## config.mk

```make
export PLATFORM = sky130hd
export DESIGN_NAME = csc_out_buffer
export DESIGN_NICKNAME = d
export VERILOG_FILES = /design/src/rtl/csc_pkg.sv /design/src/rtl/csc_sync_fifo.sv /design/src/rtl/csc_out_buffer.sv
export SDC_FILE = /design/constraint.sdc
export NUM_CORES = 1
export LEC_CHECK = 0
export ABC_CLOCK_PERIOD_IN_PS = 4700
export CELL_PAD_IN_SITES_DETAIL_PLACEMENT = 1
export CELL_PAD_IN_SITES_GLOBAL_PLACEMENT = 1
export CORE_MARGIN = 4
export CORE_UTILIZATION = 50
export CTS_CLUSTER_SIZE = 8
export DETAILED_ROUTE_END_ITERATION = 7
export GPL_TIMING_DRIVEN = 0
export PLACE_DENSITY = 0.85
export SYNTH_ARGS = -nofsm -noshare
export SYNTH_HDL_FRONTEND = slang
export SYNTH_SLANG_ARGS = --single-unit
export TNS_END_PERCENT = 10
```

## constraint.sdc

```tcl
create_clock -name clk -period 4.7 [get_ports clk]
set_input_delay 0.94 -clock clk [delete_from_list [all_inputs] [get_ports clk]]
set_output_delay 0.94 -clock clk [all_outputs]
set_load 0.02 [all_outputs]
```

## src/rtl/csc_pkg.sv

```systemverilog
// Shared types and helpers for the colour space converter output stage.
package csc_pkg;

    localparam int CSC_DATA_W = 8;
    localparam int AVG_W      = 16;

    typedef struct packed {
        logic [CSC_DATA_W-1:0] y;
        logic [CSC_DATA_W-1:0] c;
        logic                  sel;
    } csc_pix_t;

    typedef enum logic {
        CSC_444 = 1'b0,
        CSC_422 = 1'b1
    } csc_mode_e;

    typedef enum logic {
        EVEN = 1'b0,
        ODD  = 1'b1
    } pair_phase_e;

    // Round-half-up mean; the result of two n-bit values always fits in n bits.
    function automatic logic [AVG_W-1:0] csc_avg(
        input logic [AVG_W-1:0] a,
        input logic [AVG_W-1:0] b
    );
        logic [AVG_W:0] s;
        s = {1'b0, a} + {1'b0, b} + 1'b1;
        return s[AVG_W:1];
    endfunction

endpackage

```

## src/rtl/csc_sync_fifo.sv

```systemverilog
// First-word-fall-through FIFO with the head held in an output register.
module csc_sync_fifo #(
    parameter int DEPTH = 16,
    parameter int W     = 25,
    parameter int LVL_W = $clog2(DEPTH) + 1
) (
    input  logic             clk,
    input  logic             rst_i,
    input  logic             wr_en_i,
    input  logic [W-1:0]     wr_data_i,
    input  logic             ready_i,
    output logic             valid_o,
    output logic [W-1:0]     data_o,
    output logic [LVL_W-1:0] level_o,
    output logic             pop_o,
    output logic             drop_o
);

    localparam int AW = $clog2(DEPTH);

    logic [W-1:0]     mem [DEPTH];
    logic [AW-1:0]    wr_ptr_q;
    logic [AW-1:0]    rd_ptr_q;
    logic [LVL_W-1:0] level_q;
    logic [LVL_W-1:0] mem_cnt;
    logic             valid_q;
    logic [W-1:0]     data_q;
    logic             pop;
    logic             take;
    logic             acc;
    logic             bypass;
    logic             mem_wr;

    // Level counts the output register plus the array entries behind it.
    always_comb begin
        pop     = valid_q && ready_i;
        take    = !valid_q || pop;
        mem_cnt = level_q - LVL_W'(valid_q);
        acc     = wr_en_i && ((level_q != LVL_W'(DEPTH)) || pop);
        bypass  = take && (mem_cnt == '0);
        mem_wr  = acc && !bypass;
    end

    always_ff @(posedge clk) begin
        if (rst_i) begin
            valid_q  <= 1'b0;
            data_q   <= '0;
            wr_ptr_q <= '0;
            rd_ptr_q <= '0;
            level_q  <= '0;
        end else begin
            if (take) begin
                if (mem_cnt != '0) begin
                    data_q   <= mem[rd_ptr_q];
                    rd_ptr_q <= rd_ptr_q + 1'b1;
                    valid_q  <= 1'b1;
                end else if (acc) begin
                    data_q  <= wr_data_i;
                    valid_q <= 1'b1;
                end else begin
                    valid_q <= 1'b0;
                end
            end
            if (mem_wr) begin
                wr_ptr_q <= wr_ptr_q + 1'b1;
            end
            level_q <= level_q + LVL_W'(acc) - LVL_W'(pop);
        end
    end

    always_ff @(posedge clk) begin
        if (mem_wr) begin
            mem[wr_ptr_q] <= wr_data_i;
        end
    end

    assign valid_o = valid_q;
    assign data_o  = data_q;
    assign level_o = level_q;
    assign pop_o   = pop;
    assign drop_o  = wr_en_i && !acc;

endmodule

```

## src/rtl/csc_out_buffer.sv

```systemverilog
// CSC output stage: optional 4:2:2 chroma averaging into a valid/ready FIFO.
// Define CSC_OUT_STATS_EN to add beat_cnt_o / drop_cnt_o statistics ports.
module csc_out_buffer
    import csc_pkg::*;
#(
    parameter int DATA_W = 8,
    parameter int DEPTH  = 16,
    parameter int LVL_W  = $clog2(DEPTH) + 1
) (
    input  logic              clk,
    input  logic              rst_i,
    input  logic              mode_422_i,
    input  logic              data_valid_i,
    input  logic [DATA_W-1:0] y_i,
    input  logic [DATA_W-1:0] cb_i,
    input  logic [DATA_W-1:0] cr_i,
    input  logic              ready_i,
    output logic              data_valid_o,
    output logic [DATA_W-1:0] y_o,
    output logic [DATA_W-1:0] cb_o,
    output logic [DATA_W-1:0] cr_o,
    output logic              chroma_sel_o,
    output logic [LVL_W-1:0]  level_o,
    output logic              overflow_o
`ifdef CSC_OUT_STATS_EN
    ,
    output logic [31:0]       beat_cnt_o,
    output logic [15:0]       drop_cnt_o
`endif
);

    localparam int EW = 3 * DATA_W + 1;

    csc_mode_e         mode_q;
    pair_phase_e       phase_q;
    pair_phase_e       phase_d;
    logic [DATA_W-1:0] y0_q;
    logic [DATA_W-1:0] cb0_q;
    logic [DATA_W-1:0] cr0_q;
    logic              pend_vld_q;
    logic              pend_vld_d;
    logic [EW-1:0]     pend_q;
    logic [EW-1:0]     pend_d;
    logic              hold_en;
    logic              is_422;
    logic [DATA_W-1:0] cb_avg;
    logic [DATA_W-1:0] cr_avg;
    logic              wr_en;
    logic [EW-1:0]     wr_data;
    logic [EW-1:0]     head;
    logic              pop;
    logic              drop;
    logic              overflow_q;

    assign is_422 = (mode_q == CSC_422);
    assign cb_avg = DATA_W'(csc_avg(AVG_W'(cb0_q), AVG_W'(cb_i)));
    assign cr_avg = DATA_W'(csc_avg(AVG_W'(cr0_q), AVG_W'(cr_i)));

    // A pending Cr beat always follows its Cb beat before the next EVEN
    // pixel can write, so the FIFO sees at most one write per cycle.
    always_comb begin
        phase_d    = phase_q;
        pend_vld_d = 1'b0;
        pend_d     = pend_q;
        hold_en    = 1'b0;
        wr_en      = 1'b0;
        wr_data    = '0;
        if (pend_vld_q) begin
            wr_en   = 1'b1;
            wr_data = pend_q;
        end
        if (data_valid_i) begin
            if (!is_422) begin
                wr_en   = 1'b1;
                wr_data = {y_i, cb_i, cr_i, 1'b0};
            end else begin
                unique case (phase_q)
                    EVEN: begin
                        hold_en = 1'b1;
                        phase_d = ODD;
                    end
                    ODD: begin
                        wr_en      = 1'b1;
                        wr_data    = {y0_q, cb_avg, {DATA_W{1'b0}}, 1'b0};
                        pend_vld_d = 1'b1;
                        pend_d     = {y_i, cr_avg, {DATA_W{1'b0}}, 1'b1};
                        phase_d    = EVEN;
                    end
                    default: ;
                endcase
            end
        end
    end

    always_ff @(posedge clk) begin
        if (rst_i) begin
            mode_q     <= mode_422_i ? CSC_422 : CSC_444;
            phase_q    <= EVEN;
            pend_vld_q <= 1'b0;
            pend_q     <= '0;
            y0_q       <= '0;
            cb0_q      <= '0;
            cr0_q      <= '0;
            overflow_q <= 1'b0;
        end else begin
            if ((phase_q == EVEN) && !pend_vld_q) begin
                mode_q <= mode_422_i ? CSC_422 : CSC_444;
            end
            phase_q    <= phase_d;
            pend_vld_q <= pend_vld_d;
            pend_q     <= pend_d;
            if (hold_en) begin
                y0_q  <= y_i;
                cb0_q <= cb_i;
                cr0_q <= cr_i;
            end
            overflow_q <= overflow_q | drop;
        end
    end

    csc_sync_fifo #(
        .DEPTH (DEPTH),
        .W     (EW),
        .LVL_W (LVL_W)
    ) u_fifo (
        .clk       (clk),
        .rst_i     (rst_i),
        .wr_en_i   (wr_en),
        .wr_data_i (wr_data),
        .ready_i   (ready_i),
        .valid_o   (data_valid_o),
        .data_o    (head),
        .level_o   (level_o),
        .pop_o     (pop),
        .drop_o    (drop)
    );

    assign y_o          = head[EW-1 -: DATA_W];
    assign cb_o         = head[EW-1-DATA_W -: DATA_W];
    assign cr_o         = head[DATA_W:1];
    assign chroma_sel_o = head[0];
    assign overflow_o   = overflow_q;

`ifdef CSC_OUT_STATS_EN
    logic [31:0] beat_cnt_q;
    logic [15:0] drop_cnt_q;

    always_ff @(posedge clk) begin
        if (rst_i) begin
            beat_cnt_q <= '0;
            drop_cnt_q <= '0;
        end else begin
            if (pop) begin
                beat_cnt_q <= beat_cnt_q + 32'd1;
            end
            if (drop && (drop_cnt_q != 16'hFFFF)) begin
                drop_cnt_q <= drop_cnt_q + 16'd1;
            end
        end
    end

    assign beat_cnt_o = beat_cnt_q;
    assign drop_cnt_o = drop_cnt_q;
`endif

endmodule

```

# After elaboration in Yosys (flattened, before gate mapping)
# Memory sizes are Yosys's and may differ from the RTL's. A register that Yosys moved wholly into a read port is not among the register bits.
# Index checks and enable logic that the tools add are counted.
# totals
inputBits,29
memories,1
out_inout_bits,32
mem_bits_rw,400
register_bits,84
# memory_table
name,depth,width,rd,rd_ports_with_merged_regs,write_ports,line,rtl
u_fifo.mem,16,25,1,1,1,csc_sync_fifo.sv:21,logic [W-1:0] mem [DEPTH];
# op_classes
bitwise,4
n_eq_ne,1
n_mux,24
n_reduce_logical,21
n_addsub,9
# ops
operator,n
two-way mux 25 bit,6
adder 8 x 8 -> 9 bit,2
adder 9 x 1 -> 9 bit (second input constant),2
two-way mux 1 bit,15
subtractor 5 x 1 -> 5 bit,2
adder 4 x 1 -> 4 bit (second input constant),2
two-way mux 4 bit,2
logical AND 1 bit,6
AND reduction 2 bit,3
adder 5 x 1 -> 5 bit,1
logical NOT 5 bit,1
!= test 5 bit (second input constant),1
nonzero test 5 bit,1
logical NOT 1 bit,4
nonzero test 2 bit,2
NOT 1 bit,3
AND reduction 3 bit,1
OR reduction 3 bit,1
logical OR 1 bit,2
one-hot mux 1 bit (2 select lines),1
OR 1 bit,1

# Logic depth before layout (Yosys ltp)
# Gate-level depths: netlist (run 1).
# logic_depth
depth_word,8
mapped_depth,14

# Hierarchy
# A second synthesis (run 1) with hierarchy kept.
# hier_totals
cells_unflattened,1256
hier_area_um2,20075.5
# by_module_without_submodules
module,seq_area_each_um2,area_each_um2,n_inst,cells_each
csc_sync_fifo,12872.3,17423.0,1,910
csc_out_buffer,910.9,2652.5,1,346

# Least setup slack after synthesis (run 1)
# OpenSTA, ideal clock, no wires.
# synth_path
kind,reg-to-reg
startpoint,"register u_fifo.level_q[1], in the netlist u_fifo.level_o[1]"
endpoint,memory u_fifo.mem[0][0] (enable)
t_arrival_ns,3.620
n_path_buf,0
period_less_slack_ns,4.058
t_required_ns,4.262
stages_incl_launch_ff,9
setup_slack_ns,0.642
path_cell_list,dfxtp_1 -> inv_1 -> ha_1 -> xnor2_1 -> a41oi_1 -> nor2_2 -> a21oi_1 -> nand2_1 -> nor3_1
# synth_via
elab_chain_len,7
word_cells_on_any_way,10
# synth_lines
item,line,rtl
start: declaration,csc_sync_fifo.sv:24,logic [LVL_W-1:0] level_q;
start signal: assignment,csc_sync_fifo.sv:67,level_q <= level_q + LVL_W'(acc) - LVL_W'(pop);
subtractor 5 x 1 -> 5 bit,csc_sync_fifo.sv:38,mem_cnt = level_q - LVL_W'(valid_q);
logical NOT 5 bit,csc_sync_fifo.sv:40,bypass = take && (mem_cnt == '0);
logical AND 1 bit,csc_sync_fifo.sv:40,
logical NOT 1 bit,csc_sync_fifo.sv:41,mem_wr = acc && !bypass;
logical AND 1 bit *,csc_sync_fifo.sv:41,
two-way mux 1 bit *,csc_sync_fifo.sv:72,if (mem_wr) begin
two-way mux 1 bit (not written as such) *,csc_sync_fifo.sv:73,mem[wr_ptr_q] <= wr_data_i;
end: declaration,csc_sync_fifo.sv:21,
# Mark *: on every way between the ends. The rest lies on a longest branch, timed or not.

# Worst setup path after layout (run 1)
# layout_path
startpoint,"register u_fifo.level_q[2], in the netlist u_fifo.level_o[2]"
endpoint,memory u_fifo.mem[0][23] (enable)
# The elaborated chain is that of the path after synthesis.

==> results.yml, run 1 <==
power:
  vdd.ir_drop.worst_v: 0.0002921
  power.total_mw: 13.10
  power.density_nw_per_um2: 559.5
  leakage_nw: 7.776
cts:
  clk-insertion-delay-late_ns: 0.59
  cts-htree-levels: 3
  cts_hold_buf: 0
  cts_tree: "built"
  clk_transition_reported_paths_ns: 0.05
  cts_repair_resize_count: 0
  cts_setup_buffers: 0
  cts_num_sinks: 488
  cts_made_buffers: 70
  clock_tree.root_cell: "clkbuf_16"
  max_root_sink_buffers: 3
floorplanning:
  ios: 61
  floorplan.die_area_um2: 42690
  floorplan.die.height_um: 206.6
  die_x_um: 206.6
  std_cell_rows: 72
  fp.coreArea_um2: 38830
  initial_core_util: 0.5080
setup_path:
  startpoint: "u_fifo.level_o[2]"
  timing.critical_path.fanout_max: 9
  r2r-start: "u_fifo.level_o[2]"
  reg2reg_depth: 10
  rr_endpoint: "u_fifo.mem[0][23]"
  worst-r2r-setup-slack_ns: 0.54
  critical_path.startpoint_type: "flop"
  setup_cp_type: "flop to flop"
  worstPathRequired_ns: 4.98
  end_kind: "flop"
  arrival_ns: 4.43
run:
  cap_violations: 0
final_layout:
  nNetsFinal: 1386
  antenna_cells_inserted: 0
  num-fill-cells: 3429
  layout-drive-gt1-share: 0.2084
  fin_util: 0.6030
  register_area_um2: 13780
  multi_input_area_um2: 5649
  syn_to_final_growth_pct: 18.71
route:
  dr.pass1.iters: 5
  drc: 0
  route.detailed.vias_per_inst: 6.683
  num_vias: 12500
  final_antenna_net_count: 0
  drt-initial-drc-count: 1753
  final_routed_wirelength_across_all_metal_layers_mm: 63.38
  routedWlPerCell_um: 33.87
timing:
  slew_headroom: 0.2151
  finalHoldViolations: 0
  finalWorstSetupSlack_ns: 0.5445
  finalSetupViolations: 0
  grt_setup_unrepaired: "false"
  final-max-slew-violation-count: 0
  achievable-frequency_ghz: 0.2406
  final_period_util: 0.8841
  final_period_minus_worst_setup_slack_ns: 4.155
  tightestPinTransition_ns: 1.177
  worst_clock_skew_ns: 0.03286
synthesis:
  synth-adder-area-share: 0.02017
  synth_top_family_by_area: "multiplexers"
  post-synth-top-area-fraction: 0.6105
  asyncSetResetFlopFracSynth: 0
  synth.cells.most_frequent: "edfxtp_1 (401), mux4_2 (123), nand2_1 (113)"
  synthMostInstantiatedCell: "edfxtp_1"
  yosys_register_bits: 488
  post_synth_mux_area_share: 0.1436
  synth_area_in_compound_gates: 0.05481
  synth_xor_area_frac: 0.007549
  post-synth-top-area-cell: "edfxtp_1"
  synth_simple_gate_area_frac: 0.05418
  synth_area_um2: 19720
  synth_flop_cell: "edfxtp_1"
  most_area_consuming_cells_after_synthesis: "edfxtp_1 (61%), mux4_2 (14%), dfxtp_1 (8.8%), nand2_1 (2.2%), ha_1 (1.7%)"
  netlist-cell-type-count: 58
  synthesis_warnings: 0
  syn_avg_cell_area_um2: 16.84
  synth_fp_nets: 1230
  netlist_instances: 1171
  yosysSeqAreaShare: 0.6989
  synth-edff-count: 401
placed_design:
  place_worst_setup_slack_ns: 0.3163
  dp_hpwl_mm: 37.21
  placement.io_buffers: 59
  gp_routability_congestion: 0.8911
global_routing:
  globalRouteMet2Util: 0.4873
  grt_util_met3: 0.08296
  gr-usage-met1: 0.3864
  via_count_of_the_first_global_routing_pass: 13270
  track_usage: 0.2991
  largest_net_degree_at_the_start_of_global_routing: 21
  number_of_antenna_violations_at_the_first_check_in_global_routing: 2
  grt-busiest-layer: "met2"
  overflow: 0
  grt_pass1_wl_mm: 91.67
hold_path:
  hold_start: "y0_q[2]"
  hold_depth: 2
  whs_endpoint: "y0_q[2]"
  worst_hold_path_type: "flop to flop"
status:
  run_status: "finished clean"
-- per-stage QoR --
stage | hold slack, ns | cells | setup TNS (ns) | area (µm²)
after floorplan | 0.4312 | 1171 | 0 | 19720
after global placement | 0.4426 | 1748 | -448.12 | 20960
after detailed placement | 0.4514 | 1773 | 0 | 21510
after CTS | 0.4596 | 1871 | 0 | 23410
after global routing | 0.4875 | 1871 | 0 | 23410
final | 0.4637 | 1871 | 0 | 23410
-- where the power goes --
group          leakage [nW]  internal (mW)  switching (mW)  total (mW)
Sequential             4.44           4.91           0.187        5.10
Combinational          2.41           1.49            1.91        3.40
Clock                 0.924           2.73            1.87        4.60
-- per-layer routing --
metal  wire (µm)  vias to the layer above
li1            -                     4910
met1       22500                     6342
met2       30370                     1014
met3        7658                      234
met4        2825                        4
met5          27                        -
-- worst max path at each step --
stage                         to  slack (ns)  cells past startpoint
2_1_floorplan   u_fifo.mem[0][0]        0.64                      8
3_3_place_gp    u_fifo.mem[1][1]       -2.50                      6
3_5_place_dp   u_fifo.mem[0][23]        0.32                      8
4_1_cts        u_fifo.mem[0][22]        0.56                     10
5_1_grt        u_fifo.mem[0][22]        0.38                     10
6_report       u_fifo.mem[0][23]        0.54                     10
-- registers in the layout, indices dropped and copies added, names as in the netlist, named ones only --
name	flops
cr0_q	8
y0_q	8
u_fifo.level_o	5
u_fifo.mem	400
overflow_o	1
cb0_q	8
u_fifo.valid_o	1
pend_vld_q	1
is_422	1
phase_q	1
pend_q	17
u_fifo.rd_ptr_q	4
u_fifo.data_o	25
u_fifo.wr_ptr_q	4
-- cell usage in the layout (no fill, tap or decap), drive strengths merged, types with 9 or more instances in the layout --
cell           synthesis  final
xor2                   9      9
ha                    27     27
a222oi                 9      9
and2                   9      9
inv                   25     30
nor2                  75     75
mux4                 123    123
dfxtp                 87     87
nand2                113    113
o21ai                 18     18
buf                   36     61
clkbuf                32    125
a21oi                 65     65
nand3                 17     17
edfxtp               401    401
clkdlybuf4s50          0     59
a211oi                22     22
nor3                  11     11
-- final cells by class --
cell class | instances | area share
Buffer | 68 | 0.01352
Clock buffer | 93 | 0.07941
Clock inverter | 5 | 0.001870
Inverter | 25 | 0.004008
Multi-Input combinational cell | 590 | 0.2413
Sequential cell | 488 | 0.5887
Tap cell | 518 | 0.02768
Timing Repair Buffer | 84 | 0.04350
-- logic make-up after synthesis --
logic type / count (synthesis)
flops: 488
simple gates: 250
compound gates: 164
mux: 129
buf+inv: 93
fa+ha+maj: 30
xor+xnor: 17
-- critical path: stages, from the launching register on --
cell	delay, ns
dfxtp_1	0.43
inv_1	0.12
ha_1	0.24
xnor2_1	0.13
a41oi_1	0.47
nor2_2	0.24
a21oi_1	0.51
nand2_1	0.39
nor3_2	0.87
buf_6	0.28
buf_6	0.17
(Power assumes the default switching activity.)
==> run 2: changes to the inputs <==
==> constraint.sdc (replaced) <==
create_clock -name clk -period 4.7 [get_ports clk]
set_input_delay 0.94 -clock clk [delete_from_list [all_inputs] [get_ports clk]]
set_output_delay 0.94 -clock clk [all_outputs]
set_load 0.005 [all_outputs]
==> results of run 2 <==
Same layout as run 1 (identical final DEF). Status: finished clean.
Main changes from that run: total power 13.10 mW -> 12.97 mW; worst IR drop on VDD 0.0002921 V -> 0.0002920 V
